===== src/rtl/clock_set_ctrl.sv =====
// Mode/set controller for the calendar-clock counter chain: 1 Hz tick in RUN, field select,
// inc/dec strobes with auto-repeat and blink in SET. Optional idle exit: define SET_TIMEOUT_EN.
module clock_set_ctrl #(
  parameter int TICK_DIV    = 50000000,
  parameter int REPEAT_DLY  = 25000000,
  parameter int REPEAT_RATE = 5000000,
  parameter int BLINK_DIV   = 12500000,
  parameter int TIMEOUT     = 500000000
) (
  input  logic       clk,
  input  logic       rst,
  input  logic       btn_mode,
  input  logic       btn_up,
  input  logic       btn_dn,
  output logic       sec_tick,
  output logic [2:0] field_sel,
  output logic       set_active,
  output logic [5:0] incr,
  output logic [5:0] dcr,
  output logic       blink
);

  typedef enum logic [2:0] {
    ST_RUN   = 3'd0,
    ST_SEC   = 3'd1,
    ST_MIN   = 3'd2,
    ST_HOUR  = 3'd3,
    ST_DAY   = 3'd4,
    ST_MONTH = 3'd5,
    ST_YEAR  = 3'd6
  } state_t;

  localparam int PW = $clog2(TICK_DIV);
  localparam int RW = $clog2(REPEAT_DLY + 1);
  localparam int BW = $clog2(BLINK_DIV + 1);
  localparam logic [PW-1:0] PRESC_LAST = PW'(TICK_DIV - 1);
  localparam logic [RW-1:0] RPT_PRE    = RW'(REPEAT_DLY - 1);
  localparam logic [RW-1:0] RPT_RELOAD = RW'(REPEAT_DLY - REPEAT_RATE);
  localparam logic [BW-1:0] BLINK_LAST = BW'(BLINK_DIV - 1);

  state_t          state_reg, state_next;
  logic            s_mode_reg, s_up_reg, s_dn_reg;
  logic            p_mode_reg, p_up_reg, p_dn_reg;
  logic [PW-1:0]   presc_reg;
  logic [RW-1:0]   rpt_reg;
  logic [BW-1:0]   blink_cnt_reg;
  logic            ev_mode, ev_up, ev_dn, up_only, dn_only;
  logic            state_change, rpt_hit, do_up, do_dn, timeout_hit;
  logic [5:0]      field_hot;

  assign ev_mode = s_mode_reg & ~p_mode_reg;
  assign ev_up   = s_up_reg & ~p_up_reg;
  assign ev_dn   = s_dn_reg & ~p_dn_reg;
  assign up_only = s_up_reg & ~s_dn_reg;
  assign dn_only = s_dn_reg & ~s_up_reg;

`ifdef SET_TIMEOUT_EN
  localparam int IW = $clog2(TIMEOUT + 1);
  localparam logic [IW-1:0] IDLE_LAST = IW'(TIMEOUT);
  logic [IW-1:0] idle_reg;

  assign timeout_hit = (state_reg != ST_RUN) && (idle_reg == IDLE_LAST);

  always_ff @(posedge clk) begin
    if (rst) begin
      idle_reg <= '0;
    end else if (state_reg == ST_RUN || state_change || s_mode_reg || s_up_reg || s_dn_reg) begin
      idle_reg <= '0;
    end else if (!timeout_hit) begin
      idle_reg <= idle_reg + 1'b1;
    end
  end
`else
  // Never true; keeps the parameter referenced when the idle counter is not built.
  assign timeout_hit = (TIMEOUT < 0);
`endif

  always_comb begin
    state_next = state_reg;
    if (ev_mode) begin
      state_next = (state_reg == ST_YEAR) ? ST_RUN : state_t'(state_reg + 3'd1);
    end else if (timeout_hit) begin
      state_next = ST_RUN;
    end
  end

  always_comb begin
    case (state_reg)
      ST_SEC:   field_hot = 6'b000001;
      ST_MIN:   field_hot = 6'b000010;
      ST_HOUR:  field_hot = 6'b000100;
      ST_DAY:   field_hot = 6'b001000;
      ST_MONTH: field_hot = 6'b010000;
      ST_YEAR:  field_hot = 6'b100000;
      default:  field_hot = 6'b000000;
    endcase
  end

  // A state change swallows any up/dn activity in the same cycle.
  assign state_change = (state_next != state_reg);
  assign rpt_hit      = (rpt_reg == RPT_PRE);
  assign do_up = !state_change && (state_reg != ST_RUN) && up_only && (ev_up || rpt_hit);
  assign do_dn = !state_change && (state_reg != ST_RUN) && dn_only && (ev_dn || rpt_hit);

  always_ff @(posedge clk) begin
    if (rst) begin
      state_reg     <= ST_RUN;
      s_mode_reg    <= 1'b0;
      s_up_reg      <= 1'b0;
      s_dn_reg      <= 1'b0;
      p_mode_reg    <= 1'b0;
      p_up_reg      <= 1'b0;
      p_dn_reg      <= 1'b0;
      presc_reg     <= '0;
      rpt_reg       <= '0;
      blink_cnt_reg <= '0;
      sec_tick      <= 1'b0;
      incr          <= 6'b0;
      dcr           <= 6'b0;
      blink         <= 1'b0;
    end else begin
      s_mode_reg <= btn_mode;
      s_up_reg   <= btn_up;
      s_dn_reg   <= btn_dn;
      p_mode_reg <= s_mode_reg;
      p_up_reg   <= s_up_reg;
      p_dn_reg   <= s_dn_reg;
      state_reg  <= state_next;

      if (state_reg != ST_RUN || state_next != ST_RUN) begin
        presc_reg <= '0;
        sec_tick  <= 1'b0;
      end else begin
        sec_tick  <= (presc_reg == PRESC_LAST);
        presc_reg <= (presc_reg == PRESC_LAST) ? '0 : presc_reg + 1'b1;
      end

      // Repeat counter measures how long a single button has been held since its press.
      if (state_change || state_reg == ST_RUN || !(up_only || dn_only) ||
          (up_only && ev_up) || (dn_only && ev_dn)) begin
        rpt_reg <= '0;
      end else if (rpt_hit) begin
        rpt_reg <= RPT_RELOAD;
      end else begin
        rpt_reg <= rpt_reg + 1'b1;
      end

      incr <= do_up ? field_hot : 6'b0;
      dcr  <= do_dn ? field_hot : 6'b0;

      if (state_change || do_up || do_dn || state_next == ST_RUN) begin
        blink         <= 1'b0;
        blink_cnt_reg <= '0;
      end else if (blink_cnt_reg == BLINK_LAST) begin
        blink         <= ~blink;
        blink_cnt_reg <= '0;
      end else begin
        blink_cnt_reg <= blink_cnt_reg + 1'b1;
      end
    end
  end

  assign field_sel  = state_reg;
  assign set_active = (state_reg != ST_RUN);

endmodule

===== config.mk =====
export PLATFORM = sky130hd
export DESIGN_NAME = clock_set_ctrl
export DESIGN_NICKNAME = d
export VERILOG_FILES = /design/src/rtl/clock_set_ctrl.sv
export SDC_FILE = /design/constraint.sdc
export NUM_CORES = 1
export LEC_CHECK = 0
export CAP_MARGIN = 20
export CORE_UTILIZATION = 50
export CTS_CLUSTER_SIZE = 24
export DETAILED_ROUTE_END_ITERATION = 10
export DONT_BUFFER_PORTS = 1
export SETUP_SLACK_MARGIN = 0.02
export SLEW_MARGIN = 20
export SYNTH_ARGS = -nofsm -noshare
export SYNTH_HDL_FRONTEND = slang
export SYNTH_SLANG_ARGS = --single-unit
export TNS_END_PERCENT = 20

===== constraint.sdc =====
create_clock -name clk -period 6.22 [get_ports clk]
set_clock_uncertainty 0.05 [all_clocks]
set_input_delay 1.244 -clock clk [delete_from_list [all_inputs] [get_ports clk]]
set_output_delay 1.244 -clock clk [all_outputs]
set_load 0.02 [all_outputs]

==> impl_metrics.xml <==
<?xml version="1.0" encoding="UTF-8"?>
<metrics>
  <group name="sta">
    <metric name="final_slew_violations" unit="">0</metric>
    <metric name="setup_total_negative_slack" unit="ps">0</metric>
    <metric name="setup_viol" unit="">0</metric>
    <metric name="timing_worst_slew_pin_value" unit="ps">998</metric>
    <metric name="post-route-period-util" unit="%">44.0</metric>
    <metric name="post-route-min-period" unit="ps">2740</metric>
    <metric name="finalHoldViolations" unit="">0</metric>
    <metric name="achievable-frequency" unit="MHz">365</metric>
    <metric name="timing.final.ws_setup" unit="ps">3480</metric>
    <metric name="tightest_slew_margin_relative_to_the_limit" unit="%">32.8</metric>
    <metric name="rsz0062_at_grt" unit="">false</metric>
  </group>
  <group name="finish">
    <metric name="design_area" unit="um^2">4390</metric>
    <metric name="ff_latch_area" unit="um^2">1960</metric>
    <metric name="largest_reg_flops" unit="">26</metric>
    <metric name="area_growth" unit="%">6.42</metric>
    <metric name="fraction_of_layout_cells_with_a_size_suffix_above_1" unit="%">4.09</metric>
    <metric name="multiInputGateArea" unit="um^2">2050</metric>
    <metric name="finish.utilization" unit="%">56.0</metric>
    <metric name="finalNetCount" unit="">471</metric>
    <metric name="final.fill_count" unit="">737</metric>
    <metric name="n_antenna_cell" unit="">0</metric>
  </group>
  <group name="run_status">
    <metric name="status" unit="">finished clean</metric>
  </group>
  <group name="placed_design">
    <metric name="preCtsSetupSlack" unit="ps">3640</metric>
    <metric name="placement.io_buffers" unit="">0</metric>
    <metric name="placement.cell_area" unit="um^2">4180</metric>
    <metric name="dp_hpwl" unit="mm">5.03</metric>
    <metric name="gp_routability_congestion" unit="">0.799</metric>
  </group>
  <group name="routing">
    <metric name="dr.pass1.iters" unit="">4</metric>
    <metric name="post_drt_via_cell_ratio" unit="">5.32</metric>
    <metric name="wl_per_cell" unit="um">12.6</metric>
    <metric name="drt_iter0_drc" unit="">107</metric>
    <metric name="antenna_left" unit="">0</metric>
    <metric name="routed_vias" unit="">3014</metric>
    <metric name="final_wirelength" unit="mm">7.17</metric>
    <metric name="drc" unit="">0</metric>
  </group>
  <group name="yosys">
    <metric name="synth.net_count" unit="">472</metric>
    <metric name="syn_area" unit="um^2">4130</metric>
    <metric name="number_of_synthesized_register_bits" unit="">98</metric>
    <metric name="synth-async-reset-ratio" unit="%">0</metric>
    <metric name="synth.avg_cell_area" unit="um^2">8.96</metric>
    <metric name="synth_cell_type_count" unit="">34</metric>
    <metric name="ys_warn_count" unit="">0</metric>
    <metric name="ys_dominant_reg_cell" unit="">sky130_fd_sc_hd__dfxtp_1</metric>
    <metric name="synth_edf_count" unit="">0</metric>
    <metric name="ys_seq_area_share" unit="%">47.5</metric>
    <metric name="syn_inst" unit="">461</metric>
  </group>
  <group name="worst_setup_path">
    <metric name="critical_path.top_delay_family" unit="">simple AND/OR/NAND/NOR gates</metric>
    <metric name="worst_path_max_delay_cell" unit="">sky130_fd_sc_hd__or3_1</metric>
    <metric name="largest_incremental_delay_on_the_critical_path" unit="ps">600</metric>
    <metric name="worstSetupStartpointType" unit="">flop</metric>
    <metric name="ws_path_type" unit="">reg2out</metric>
    <metric name="arrival" unit="ps">1440</metric>
    <metric name="critical_path_required" unit="ps">4930</metric>
    <metric name="critical_path.max_fanout" unit="">11</metric>
    <metric name="crit_buf_inv" unit="">0</metric>
    <metric name="cp_cell_sequence" unit="">or3_1</metric>
    <metric name="setup.worst_path.end_class" unit="">primary output</metric>
  </group>
  <group name="floorplan">
    <metric name="die_h" unit="um">92.9</metric>
    <metric name="rows" unit="">32</metric>
    <metric name="floorplan.io_pins" unit="">23</metric>
    <metric name="initial_core_util" unit="%">52.6</metric>
    <metric name="die_area" unit="um^2">8630</metric>
    <metric name="core_outline_area" unit="um^2">7850</metric>
    <metric name="die_w" unit="um">92.9</metric>
  </group>
  <group name="grt">
    <metric name="grt_pass1_wl" unit="mm">12.7</metric>
    <metric name="grt_antenna_before_repair" unit="">0</metric>
    <metric name="track_usage" unit="%">18.5</metric>
    <metric name="number_of_global_route_vias_before_repair" unit="">2716</metric>
    <metric name="pin_count_of_the_biggest_net_entering_global_routing" unit="">27</metric>
    <metric name="global_route.overflow_total" unit="">0</metric>
  </group>
  <group name="cts">
    <metric name="htree_levels" unit="">3</metric>
    <metric name="clock-sinks" unit="">98</metric>
    <metric name="clk_pin_slew" unit="ps">110</metric>
    <metric name="cts_buffers" unit="">9</metric>
    <metric name="cts_tree" unit="">done</metric>
    <metric name="clock_tree.buffer_depth" unit="">2</metric>
    <metric name="post_cts.resized_instances" unit="">0</metric>
    <metric name="hold_buffers" unit="">0</metric>
    <metric name="cts.root.buffer_cell" unit="">sky130_fd_sc_hd__clkbuf_8</metric>
    <metric name="post_cts_setup_buffers" unit="">0</metric>
    <metric name="worstSkewPairLatency" unit="ps">370</metric>
  </group>
  <group name="worst_hold_path">
    <metric name="worst_hold_path_type" unit="">reg2reg</metric>
  </group>
  <group name="power_and_ir_drop">
    <metric name="power.static_leakage" unit="nW">1.45</metric>
    <metric name="post-layout-total-power" unit="mW">1.10</metric>
    <metric name="power-per-cell-area" unit="nW/um^2">250</metric>
    <metric name="power.ir.vdd_worst" unit="uV">111</metric>
  </group>
  <group name="run">
    <metric name="maxCapViolations" unit="">0</metric>
  </group>
</metrics>
-- metal layers --
metal,vias to the layer above,global-route usage [%],part of all wire [%]
li1,1556,-,-
met1,1402,26.5,53
met2,44,26.6,42
met3,12,3.69,3.7
met4,0,8.08,1.5
met5,-,0,0
-- report_power, final --
group | total (mW) | internal [mW] | switching (mW) | leakage, nW
clock network | 0.441 | 0.198 | 0.243 | 0.110
registers | 0.637 | 0.631 | 0.00535 | 0.791
logic | 0.0225 | 0.00658 | 0.0159 | 0.550
-- worst paths after layout --
check | from | endpoint | slack, ps | cells past startpoint
setup / recovery | field_sel[1] | set_active | 3480 | 1
hold / removal | blink_cnt_reg[0] | blink_cnt_reg[0] | 430 | 1
setup reg to reg | rpt_reg[0] | blink_cnt_reg[21] | 3710 | 5
hold reg to reg | blink_cnt_reg[0] | blink_cnt_reg[0] | 430 | 1
-- area by class of cell --
| class | instances | area share (%) |
|---|---|---|
| Tap cell | 102 | 2.90 |
| Clock inverter | 7 | 2.11 |
| Inverter | 9 | 0.769 |
| Sequential cell | 98 | 44.6 |
| Multi-Input combinational cell | 342 | 46.8 |
| Clock buffer | 9 | 2.82 |
-- cell usage after synthesis, drive strengths merged, types with 4 or more instances --
cell type	count	area share, %
buf	10	1.7
and3	14	2.1
nand2	29	2.6
o211ai	4	0.85
dfxtp	98	48
xnor2	27	5.7
a21oi	6	0.73
and2	6	0.91
nor3	6	0.73
nor2	100	9.1
nand3b	5	1.0
nand3	30	3.6
ha	6	1.8
or3	6	0.91
nor4b	6	1.3
inv	9	0.82
nand4	18	2.7
and4	8	1.7
nor4	10	1.9
xor2	42	8.9
nor2b	7	1.1
-- cells by family (layout without fill, tap and decap cells) --
| logic type | count (synthesis) | count (layout) | share of synthesized area, % |
|---|---|---|---|
| adder cells (fa/ha/maj) | 6 | 6 | 1.82 |
| AO/OA/AOI/OAI | 15 | 15 | 2.36 |
| AND/OR/NAND/NOR | 252 | 252 | 30.9 |
| flip-flops | 98 | 98 | 47.5 |
| buffers and inverters | 21 | 25 | 2.73 |
| XOR/XNOR | 69 | 69 | 14.6 |
-- stage by stage --
step | std cells | hold WS, ps
2_1_floorplan | 461 | 380
3_3_place_gp | 551 | 392
3_5_place_dp | 551 | 414
4_1_cts | 567 | 438
5_1_grt | 567 | 456
6_report | 567 | 429
-- cell usage in the layout, fill, tap and decap left out, types with 7 or more instances in the layout --
cell type / count
sky130_fd_sc_hd__and3_1: 14
sky130_fd_sc_hd__nand3_1: 30
sky130_fd_sc_hd__nand2_1: 29
sky130_fd_sc_hd__nor4_1: 9
sky130_fd_sc_hd__inv_1: 9
sky130_fd_sc_hd__nor2_1: 100
sky130_fd_sc_hd__xnor2_1: 27
sky130_fd_sc_hd__nor2b_1: 7
sky130_fd_sc_hd__nand4_1: 18
sky130_fd_sc_hd__xor2_1: 42
sky130_fd_sc_hd__dfxtp_1: 98
sky130_fd_sc_hd__clkbuf_8: 9
sky130_fd_sc_hd__and4_1: 8
No activity file was read; power rests on OpenSTA's default activity.
